===== src/rtl/status_frame_tx.sv =====
// Serialises a 9-bit controller status snapshot onto a UART-like line whenever it
// changes, after reset, or on a periodic heartbeat; counts values lost to overwrite.
module status_frame_tx #(
  parameter int CLKS_PER_BIT  = 16,
  parameter int HEARTBEAT_CYC = 4096
) (
  input  logic       clk,
  input  logic       Rst,
  input  logic [2:0] display,
  input  logic       fdoor,
  input  logic       rdoor,
  input  logic       winbuzz,
  input  logic       alarmbuzz,
  input  logic       heater,
  input  logic       cooler,
  output logic       tx,
  output logic       busy,
  output logic [7:0] drop_cnt
);

  localparam int BW  = $clog2(CLKS_PER_BIT);
  localparam int HBW = $clog2(HEARTBEAT_CYC);
  localparam logic [BW-1:0]  BAUD_LAST = BW'(CLKS_PER_BIT - 1);
  localparam logic [HBW-1:0] HB_LAST   = HBW'(HEARTBEAT_CYC - 1);

  typedef enum logic [1:0] {ST_IDLE, ST_BUSY, ST_GAP} state_t;

  state_t          state_q, state_d;
  logic [8:0]      s_q, s_d;
  logic [8:0]      last_sent_q, last_sent_d;
  logic            sent_valid_q, sent_valid_d;
  logic [10:0]     shift_q, shift_d;
  logic [BW-1:0]   baud_q, baud_d;
  logic [3:0]      bit_q, bit_d;
  logic            tx_q, tx_d;
  logic [7:0]      drop_q, drop_d;
  logic [HBW-1:0]  hb_cnt_q, hb_cnt_d;
  logic            hb_req_q, hb_req_d;
  logic            start;

  function automatic logic even_parity(input logic [8:0] v);
    return ^v;
  endfunction

  function automatic logic [7:0] sat_inc(input logic [7:0] v);
    return (v == 8'hFF) ? v : v + 8'd1;
  endfunction

  always_comb begin
    state_d      = state_q;
    s_d          = {cooler, heater, alarmbuzz, winbuzz, rdoor, fdoor, display};
    last_sent_d  = last_sent_q;
    sent_valid_d = sent_valid_q;
    shift_d      = shift_q;
    baud_d       = baud_q;
    bit_d        = bit_q;
    tx_d         = tx_q;
    drop_d       = drop_q;
    hb_cnt_d     = hb_cnt_q;
    hb_req_d     = hb_req_q;
    start        = 1'b0;

    case (state_q)
      ST_IDLE: begin
        if ((s_q != last_sent_q) || !sent_valid_q || hb_req_q || (hb_cnt_q == HB_LAST))
          start = 1'b1;
      end
      ST_BUSY: begin
        if (baud_q == BAUD_LAST) begin
          baud_d = '0;
          if (bit_q == 4'd11) begin
            // End of stop bit: one forced idle cycle follows before any new start bit.
            state_d = ST_GAP;
            tx_d    = 1'b1;
          end else begin
            bit_d   = bit_q + 4'd1;
            tx_d    = shift_q[0];
            shift_d = {1'b1, shift_q[10:1]};
          end
        end else begin
          baud_d = baud_q + 1'b1;
        end
      end
      ST_GAP:  state_d = ST_IDLE;
      default: state_d = ST_IDLE;
    endcase

    if (start) begin
      state_d      = ST_BUSY;
      shift_d      = {1'b1, even_parity(s_q), s_q};
      last_sent_d  = s_q;
      sent_valid_d = 1'b1;
      tx_d         = 1'b0;
      baud_d       = '0;
      bit_d        = '0;
      hb_cnt_d     = '0;
      hb_req_d     = 1'b0;
    end else if (hb_cnt_q == HB_LAST) begin
      hb_req_d = 1'b1;
    end else begin
      hb_cnt_d = hb_cnt_q + 1'b1;
    end

    // A value is lost only if it was itself unsent when the snapshot moves on.
    if ((state_q == ST_BUSY) && (s_d != s_q) && (s_q != last_sent_q))
      drop_d = sat_inc(drop_q);
  end

  always_ff @(posedge clk) begin
    if (Rst) begin
      state_q      <= ST_IDLE;
      last_sent_q  <= '0;
      sent_valid_q <= 1'b0;
      baud_q       <= '0;
      bit_q        <= '0;
      tx_q         <= 1'b1;
      drop_q       <= '0;
      hb_cnt_q     <= '0;
      hb_req_q     <= 1'b0;
    end else begin
      state_q      <= state_d;
      last_sent_q  <= last_sent_d;
      sent_valid_q <= sent_valid_d;
      baud_q       <= baud_d;
      bit_q        <= bit_d;
      tx_q         <= tx_d;
      drop_q       <= drop_d;
      hb_cnt_q     <= hb_cnt_d;
      hb_req_q     <= hb_req_d;
    end
  end

  always_ff @(posedge clk) begin
    s_q     <= s_d;
    shift_q <= shift_d;
  end

  assign tx       = tx_q;
  assign busy     = (state_q == ST_BUSY);
  assign drop_cnt = drop_q;

endmodule


===== config.mk =====
export PLATFORM = sky130hd
export DESIGN_NAME = status_frame_tx
export DESIGN_NICKNAME = d
export VERILOG_FILES = /design/src/rtl/status_frame_tx.sv
export SDC_FILE = /design/constraint.sdc
export NUM_CORES = 1
export LEC_CHECK = 0
export ABC_CLOCK_PERIOD_IN_PS = 2500
export CAP_MARGIN = 30
export CORE_UTILIZATION = 32
export DETAILED_ROUTE_END_ITERATION = 7
export PLACE_DENSITY_LB_ADDON = 0.12
export SYNTH_ARGS = -nofsm -noshare
export SYNTH_HDL_FRONTEND = slang
export SYNTH_SLANG_ARGS = --single-unit

===== constraint.sdc =====
create_clock -name clk -period 2.5 [get_ports clk]
set_clock_uncertainty 0.1 [all_clocks]
set_input_delay 0.375 -clock clk [delete_from_list [all_inputs] [get_ports clk]]
set_output_delay 0.375 -clock clk [all_outputs]
set_load 0.1 [all_outputs]

==> flow_summary.ini, run 1 <==
[logic_synthesis]
synth-main-ff-cell = dfxtp_1
ys_warn_count = 0
syn_inst = 274
syn_avg_cell_area_um2 = 10.4
ys_async_sr_fraction = 0
ys_types = 36
synth_mux_area_frac = 0.108
synthXorXnorAreaFrac = 0.130
ys_seq_area_frac = 0.465
syn_nets = 289
synth_top_area_frac = 0.360
synth_top_family_by_area = simple AND/OR/NAND/NOR gates
synth-compound-area-share = 0.0388
synth.area.top_cells = dfxtp_1, edfxtp_1, xnor2_1, mux2i_1, nand2b_1
synth_edf_count = 10
synth-adder-area-share = 0.0176
yosys.area.top_type = dfxtp_1
netlist_area_mm2 = 0.00284
yosys.area_share.simple = 0.213
ys_ff_latch = 61

[timing]
tightest_slew_ns = 0.409
relSlewSlack = 0.727
fmax_mhz = 422
layout_setup_ws_ns = 0.133
post-route-period-util = 0.947
period_minus_slack_ns = 2.37
finalHoldViolCount = 0
setup_viol = 0
slew_violations = 0

[worst_setup_path]
cp-start-kind = register
path_cells = ha_1, nand3_2, nor4_4, nor2_1, a311o_1, buf_4, mux2_4
cpLargestDelayFamily = simple AND/OR/NAND/NOR gates
crit_type = reg2reg
reg2reg_to = shift_q[3]
arrival_ns = 2.35
r2r_cells = 7
endpoint_kind = register
ff2ff_setup_slack_ns = 0.13
crit_buf_inv = 1
cpPeakStageDelay_ns = 0.44
worst-path-max-fanout = 5
path_depth = 7
r2r_start = hb_cnt_q[1]
crit_slowest_cell = a311o_1
worst_ep_required_time_ns = 2.49

[clock_network]
cts.clk_slew.worst_paths_ns = 0.07
cts_max_level = 3
cts_buffer_depth = 2
clkSinkCount = 61
ctsRootBufferMaster = clkbuf_8
clock_latency_ns = 0.34
cts_setup_buffers = 0
numCtsBuffers = 9
cts_tree = done

[die]
die_height_um = 96.2
core_area_mm2 = 0.00838
chipWidth_um = 96.2
rows = 33
die_area_mm2 = 0.00925
ios = 21
initial_core_util = 0.339

[min_path]
hold_depth = 2
hp-class = reg2reg
min_to = last_sent_q[1]
min_from = last_sent_q[1]

[global_route]
overflow = 0
antenna_found_initial = 0
grt_max_degree = 38
first_global_vias = 1922
grt_pass1_wl_um = 9690
grtUsageTotal = 0.143

[cells_and_area]
nets = 327
final_layout_size_suffix_gt1_frac = 0.192
num_antenna_cells = 0
regArea_mm2 = 0.00132
multi_input_area_mm2 = 0.00146
fillers = 825
area_delta_synth_final_pct = 23.7

[power_and_ir_drop]
p_leak_nw = 1.34
ir_drop_mv = 0.297
p_total_w = 0.00242
power_density_mw_per_mm2 = 690

[routing]
via_per_inst = 4.76
num_vias = 2010
firstDrtPassIters = 4
drcViolationCount = 0
routed_wl_um = 5790
wire_per_inst_um = 13.7
postRouteAntennaNets = 0
drt_iter0_markers = 23

[status]
status = complete, no violations

[place]
post-place-ws_ns = 0.0665
dp_hpwl_um = 4130
io_buffer_count = 20
globalplace.congestion = 0.716

[flow_run]
maxCapViolations = 0
[cell usage after synthesis, types with 5 or more instances]
cell / count
dfxtp_1: 51
xnor2_1: 29
nor3_1: 23
nand2b_1: 22
nor2_1: 18
mux2i_1: 14
xor2_1: 13
nand2_1: 11
edfxtp_1: 10
clkbuf_1: 8
mux2_4: 8
nand3_1: 8
nand4_1: 7
a21oi_1: 5
o31ai_1: 5
[power by group]
group          internal (W)  switching [W]  leakage (nW)
clock              0.000649       0.000389         0.119
sequential          0.00105      0.0000327         0.517
combinational      0.000142       0.000156         0.702
[worst min-delay path, stage by stage (launching register included)]
cell      delay (ns)
dfxtp_1         0.32
nand2b_1        0.07
mux2i_1         0.05
[cell type report]
| cell class | instances | area share |
|---|---|---|
| clock buffer | 13 | 0.0485 |
| clock inverter | 3 | 0.0185 |
| inverter | 4 | 0.00428 |
| multi-input combinational | 196 | 0.415 |
| sequential | 61 | 0.376 |
| tap | 105 | 0.0374 |
| timing repair buffer | 40 | 0.0998 |
[sequential cells by signal (all words and copies together) (netlist names)]
signal        flops
bit_q             4
hb_req_q          1
hb_cnt_q         12
baud_q            4
state_q           2
shift_q          10
sent_valid_q      1
last_sent_q       9
tx                1
drop_cnt          8
s_q               9
[worst max-delay path by stage]
stage	endpoint	slack, ns	from
finish	shift_q[3]	0.13	hb_cnt_q[1]
global route	shift_q[3]	-0.001	hb_cnt_q[1]
CTS	shift_q[3]	0.06	hb_cnt_q[1]
detailed placement	shift_q[8]	0.07	hb_cnt_q[1]
global placement	shift_q[2]	0.13	hb_cnt_q[0]
floorplan	drop_cnt[0]	0.03	drop_cnt[2]
[cell usage in the layout (no fill, tap or decap), drive strengths merged, types with 2 or more instances in the layout]
master / Yosys / routed
mux2i: 14 / 14
bufinv: 0 / 2
nand2b: 22 / 22
or4: 4 / 4
clkbuf: 8 / 13
nand4: 7 / 7
nand3: 10 / 10
nor3: 23 / 23
clkdlybuf4s50: 0 / 10
nor2: 18 / 18
edfxtp: 10 / 10
ha: 4 / 4
xor2: 13 / 13
buf: 5 / 30
inv: 4 / 4
a21oi: 5 / 5
dfxtp: 51 / 51
mux2: 12 / 12
nor4: 6 / 6
nand2: 11 / 11
o31ai: 5 / 5
nor2b: 3 / 3
xnor2: 29 / 29
[cells by family after synthesis]
kind of cell,Yosys count
DFF,61
adders and majority gates,4
xor gates and xnor gates,42
muxes,26
buffers and inverters,17
AOI/OAI and AO/OA,15
and+or+nand+nor,109
[metrics by stage]
| step | instance area [µm²] | TNS [ns] | util | hold slack [ns] | std cells |
|---|---|---|---|---|---|
| after floorplan | 2840 | 0 | - | 0.303 | 274 |
| after global placement | 3270 | 0 | 0.390 | 0.373 | 406 |
| after detailed placement | 3270 | 0 | 0.390 | 0.381 | 406 |
| after CTS | 3500 | 0 | 0.418 | 0.393 | 422 |
| after global routing | 3510 | -0.00492 | 0.419 | 0.405 | 422 |
| final | 3510 | 0 | 0.419 | 0.386 | 422 |
[repair_timing]
| item | CTS | global route |
|---|---|---|
| resized for setup | 0 | 1 |
| hold buffers | 0 | 0 |
| setup endpoints to repair | 0 | 18 |
[metal layers]
metal  GRT usage  part of all wire  vias up
met3      0.0450             0.028        7
met1       0.184              0.50      938
met4      0.0597             0.013        0
met2       0.218              0.45       24
met5           0                 0        -
li1            -                 -     1041
(Power assumes the default switching activity.)
==> run 2: changes to the inputs <==
--- a/config.mk
+++ b/config.mk
@@ -9,7 +9,7 @@
 export CAP_MARGIN = 30
 export CORE_UTILIZATION = 32
 export DETAILED_ROUTE_END_ITERATION = 7
-export PLACE_DENSITY_LB_ADDON = 0.12
+export PLACE_DENSITY = 0.57
 export SYNTH_ARGS = -nofsm -noshare
 export SYNTH_HDL_FRONTEND = slang
 export SYNTH_SLANG_ARGS = --single-unit
==> flow_summary.ini, run 2 (synthesis gave the netlist of run 1 again) <==
[timing]
slew_violations = 0
finalHoldViolCount = 0
period_minus_slack_ns = 2.32
layout_setup_ws_ns = 0.181
rsz0062_at_grt = false
setup_viol = 0
post-route-period-util = 0.928
relSlewSlack = 0.744
fmax_mhz = 431
tightest_slew_ns = 0.382

[cells_and_area]
reg.largest.list = hb_cnt_q: 12 flops, shift_q: 10 flops
layout_commonest_cell = dfxtp_1
nets = 327
final_layout_size_suffix_gt1_frac = 0.196
fillers = 804
largest_register_ffs = 12
area_delta_synth_final_pct = 23.2
mostFrequentLayoutCells = dfxtp_1, xnor2_1, buf_4
finish.utilization = 0.417
finalInstanceArea_mm2 = 0.00350
regMostFlops = hb_cnt_q
num_antenna_cells = 0

[power_and_ir_drop]
ir_drop_mv = 0.371
p_leak_nw = 1.31
p_total_w = 0.00237
power_density_mw_per_mm2 = 678

[min_path]
hp-class = reg2reg
min_to = last_sent_q[6]
hold_depth = 2
min_from = last_sent_q[6]

[worst_setup_path]
reg2reg_to = shift_q[4]
endpoint_kind = register
r2r_start = hb_cnt_q[1]
r2r_cells = 6
crit_type = reg2reg
ff2ff_setup_slack_ns = 0.18
cp-start-kind = register
arrival_ns = 2.31
worst_ep_required_time_ns = 2.49
worst-path-max-fanout = 6

[routing]
dr.max_layer_used = met4
wl_met1_um = 2850
routed_wl_um = 5790
postRouteAntennaNets = 0
via_per_inst = 4.90
wl_met2_um = 2690
wire_per_inst_um = 13.7
dr_wl_met3_um = 173
num_vias = 2067
drt_iter0_markers = 82
firstDrtPassIters = 4
drcViolationCount = 0

[die]
ios = 21
initial_core_util = 0.339
chipWidth_um = 96.2
die_height_um = 96.2
die_area_mm2 = 0.00925
core_area_mm2 = 0.00838
rows = 33

[clock_network]
cts_max_level = 3
cts_setup_buffers = 0
cts_hold_buffers = 0
clkSinkCount = 61
clock_latency_ns = 0.34
cts_tree = done
ctsRootBufferMaster = clkbuf_8
cts.clk_slew.worst_paths_ns = 0.06
cts_buffer_depth = 2
numCtsBuffers = 9

[flow_run]
maxCapViolations = 0

[place]
globalplace.congestion = 0.730
placedInstanceArea_mm2 = 0.00326
io_buffer_count = 20
dp_hpwl_um = 3950
post-place-ws_ns = -0.0481

[global_route]
grt_pass1_wl_um = 9600
grt_max_degree = 56
antenna_found_initial = 0
first_global_vias = 1958
overflow = 0
grtUsageTotal = 0.138

[status]
status = complete, no violations
## run 2: stage by stage
stage	TNS, ns	hold slack (ns)	std cells
floorplan	0	0.303	274
global placement	0	0.372	405
detailed placement	-0.808	0.383	405
CTS	0	0.393	421
global route	0	0.411	422
finish	0	0.390	422
## run 2: timing repair
action,CTS,global route
endpoints found under the setup margin,19,19
gates resized for setup,1,0
pin swaps,0,1
cloned,0,1
## run 2: worst max-delay path, cell delays in order (launching register included)
cell and delay (ns):
dfxtp_1 0.37, ha_1 0.20, nand3_2 0.12, nor4_2 0.34, nor2_1 0.17, a311o_2 0.45, mux2_4 0.33
## run 2: report_power, final
group	leakage, nW	internal (W)	switching [W]
clock	0.116	0.000613	0.000368
sequential	0.517	0.00105	0.0000332
combinational	0.682	0.000143	0.000158
## run 2: cell type report
type,instances,area (µm²),area share
Multi-Input combinational cell,197,1460,0.418
Inverter,4,15.0,0.00429
Clock inverter,4,70.1,0.0200
Tap cell,105,131,0.0376
Sequential cell,61,1320,0.378
Clock buffer,12,155,0.0444
Timing Repair Buffer,39,343,0.0980
## run 2: worst max path at each step
stage / startpoint / endpoint / slack [ns] / cells after the start
5_1_grt: hb_cnt_q[1] / shift_q[0] / 0.006 / 7
3_3_place_gp: hb_cnt_q[1] / shift_q[3] / 0.02 / 6
6_report: hb_cnt_q[1] / shift_q[4] / 0.18 / 6
2_1_floorplan: drop_cnt[2] / drop_cnt[0] / 0.03 / 6
4_1_cts: hb_cnt_q[1] / shift_q[4] / 0.04 / 6
3_5_place_dp: hb_cnt_q[1] / shift_q[2] / -0.05 / 7
## run 2: per-layer routing
layer / vias to the layer above / track usage
li1: 1035 / -
met1: 999 / 0.176
met2: 24 / 0.217
met3: 9 / 0.0442
met4: 0 / 0.0498
met5: - / 0
==> run 3: changes to the inputs <==
--- a/config.mk
+++ b/config.mk
@@ -7,9 +7,10 @@
 export LEC_CHECK = 0
 export ABC_CLOCK_PERIOD_IN_PS = 2500
 export CAP_MARGIN = 30
-export CORE_UTILIZATION = 32
+export CORE_UTILIZATION = 40
 export DETAILED_ROUTE_END_ITERATION = 7
-export PLACE_DENSITY = 0.57
+export PLACE_DENSITY = 0.66
+export SETUP_SLACK_MARGIN = 0.1
 export SYNTH_ARGS = -nofsm -noshare
 export SYNTH_HDL_FRONTEND = slang
 export SYNTH_SLANG_ARGS = --single-unit
==> flow_summary.ini, run 3 (synthesis gave the netlist of run 1 again) <==
[clock_network]
cts_tree = done
cts_hold_buffers = 0
numCtsBuffers = 9
clkSinkCount = 61
ctsRootBufferMaster = clkbuf_8
cts.clk_slew.worst_paths_ns = 0.07
clock_latency_ns = 0.34
cts_max_level = 3
cts_buffer_depth = 2

[routing]
drcViolationCount = 0
via_per_inst = 4.84
drt_iter0_markers = 104
num_vias = 2014
firstDrtPassIters = 4
routed_wl_um = 5550
postRouteAntennaNets = 0
wire_per_inst_um = 13.3

[global_route]
grtUsageTotal = 0.169
first_global_vias = 1928
grt_pass1_wl_um = 9380
grt_max_degree = 37
overflow = 0
antenna_found_initial = 0

[cells_and_area]
regArea_mm2 = 0.00133
num_antenna_cells = 0
mostFrequentLayoutCells = dfxtp_1, buf_4, xnor2_1
regMostFlops = hb_cnt_q
final_layout_size_suffix_gt1_frac = 0.228
area_delta_synth_final_pct = 21.4
finalInstanceArea_mm2 = 0.00345
reg.largest.list = hb_cnt_q: 12 flops, shift_q: 10 flops
layout_commonest_cell = dfxtp_1
largest_register_ffs = 12
fillers = 656
multi_input_area_mm2 = 0.00147
finish.utilization = 0.504
nets = 330

[worst_setup_path]
arrival_ns = 2.30
r2r_cells = 7
crit_buf_inv = 1
worst_ep_required_time_ns = 2.50
crit_type = reg2reg
reg2reg_to = shift_q[2]
path_cells = ha_2, nand3_2, nor4_4, nor2_1, a311o_2, buf_12, mux2_4
cp-start-kind = register
ff2ff_setup_slack_ns = 0.20
endpoint_kind = register
worst-path-max-fanout = 7
cpLargestDelayFamily = simple AND/OR/NAND/NOR gates
r2r_start = hb_cnt_q[0]
crit_slowest_cell = a311o_2
cpPeakStageDelay_ns = 0.46

[flow_run]
maxCapViolations = 0

[die]
chipWidth_um = 86.2
ios = 21
die_height_um = 86.2
initial_core_util = 0.416
die_area_mm2 = 0.00744
core_area_mm2 = 0.00683
rows = 30

[timing]
post-route-period-util = 0.922
setup_viol = 0
fmax_mhz = 434
layout_setup_ws_ns = 0.196
slew_violations = 0
relSlewSlack = 0.790
period_minus_slack_ns = 2.30
final.setup.tns_ns = 0
finalHoldViolCount = 0
tightest_slew_ns = 0.313
rsz0062_at_grt = false

[min_path]
hold_depth = 2
min_to = last_sent_q[4]
hp-class = reg2reg
min_from = last_sent_q[4]

[power_and_ir_drop]
p_total_w = 0.00211
power_density_mw_per_mm2 = 612
ir_drop_mv = 0.467
p_leak_nw = 1.31

[place]
placedInstanceArea_mm2 = 0.00325
io_buffer_count = 20
globalplace.congestion = 0.745
post-place-ws_ns = 0.0945
dp_hpwl_um = 3930

[status]
status = complete, no violations
run 3: cell types whose count changed in the layout (fill, tap and decap cells not counted), moves of 2 or more:
cell       previous run  this run
buf_4                27        32
dfxtp_1              51        43
clkbuf_8             11         9
clkbuf_1              1         4
bufinv_16             2         0
dfxtp_2               0         8
run 3: worst max-delay path by stage:
stage | startpoint | to | slack (ns) | depth (start not counted)
final | hb_cnt_q[0] | shift_q[2] | 0.20 | 7
after global placement | hb_cnt_q[0] | shift_q[5] | 0.13 | 7
after global routing | hb_cnt_q[0] | shift_q[6] | 0.10 | 7
after floorplan | hb_cnt_q[0] | shift_q[0] | 0.19 | 7
after detailed placement | hb_cnt_q[0] | shift_q[5] | 0.09 | 7
after CTS | hb_cnt_q[0] | shift_q[6] | 0.16 | 7
run 3: cell type report:
class                           count  area share
Multi-Input combinational cell    196       0.425
Clock buffer                       13      0.0403
Inverter                            4     0.00436
Tap cell                           96      0.0349
Clock inverter                      3     0.00436
Sequential cell                    61       0.386
Timing Repair Buffer               43       0.105
run 3: stage by stage:
stage | std cells | hold slack, ns
final | 416 | 0.386
after global routing | 416 | 0.401
after CTS | 413 | 0.390
after detailed placement | 397 | 0.382
after global placement | 397 | 0.374
after floorplan | 274 | 0.303
run 3: where the power goes:
part | switching [W] | internal (W)
clock | 0.000365 | 0.000356
sequential | 0.0000333 | 0.00106
combinational | 0.000156 | 0.000143
total | 0.000554 | 0.00155
run 3: timing repair:
action,4_1_cts,5_1_grt
endpoints found under the setup margin,17,20
buffers inserted,0,3
pin swaps,1,1
gates resized for setup,1,5
run 3: per-layer routing:
layer	vias up	track usage	wire (µm)
li1	1044	-	-
met1	934	0.213	2610
met2	30	0.263	2670
met3	6	0.0686	200
met4	0	0.0545	68
met5	-	0	0
run 3: worst min-delay path, stage by stage, from the launching register on:
cell and delay, ns:
dfxtp_1 0.32, nand2b_1 0.06, mux2i_1 0.05
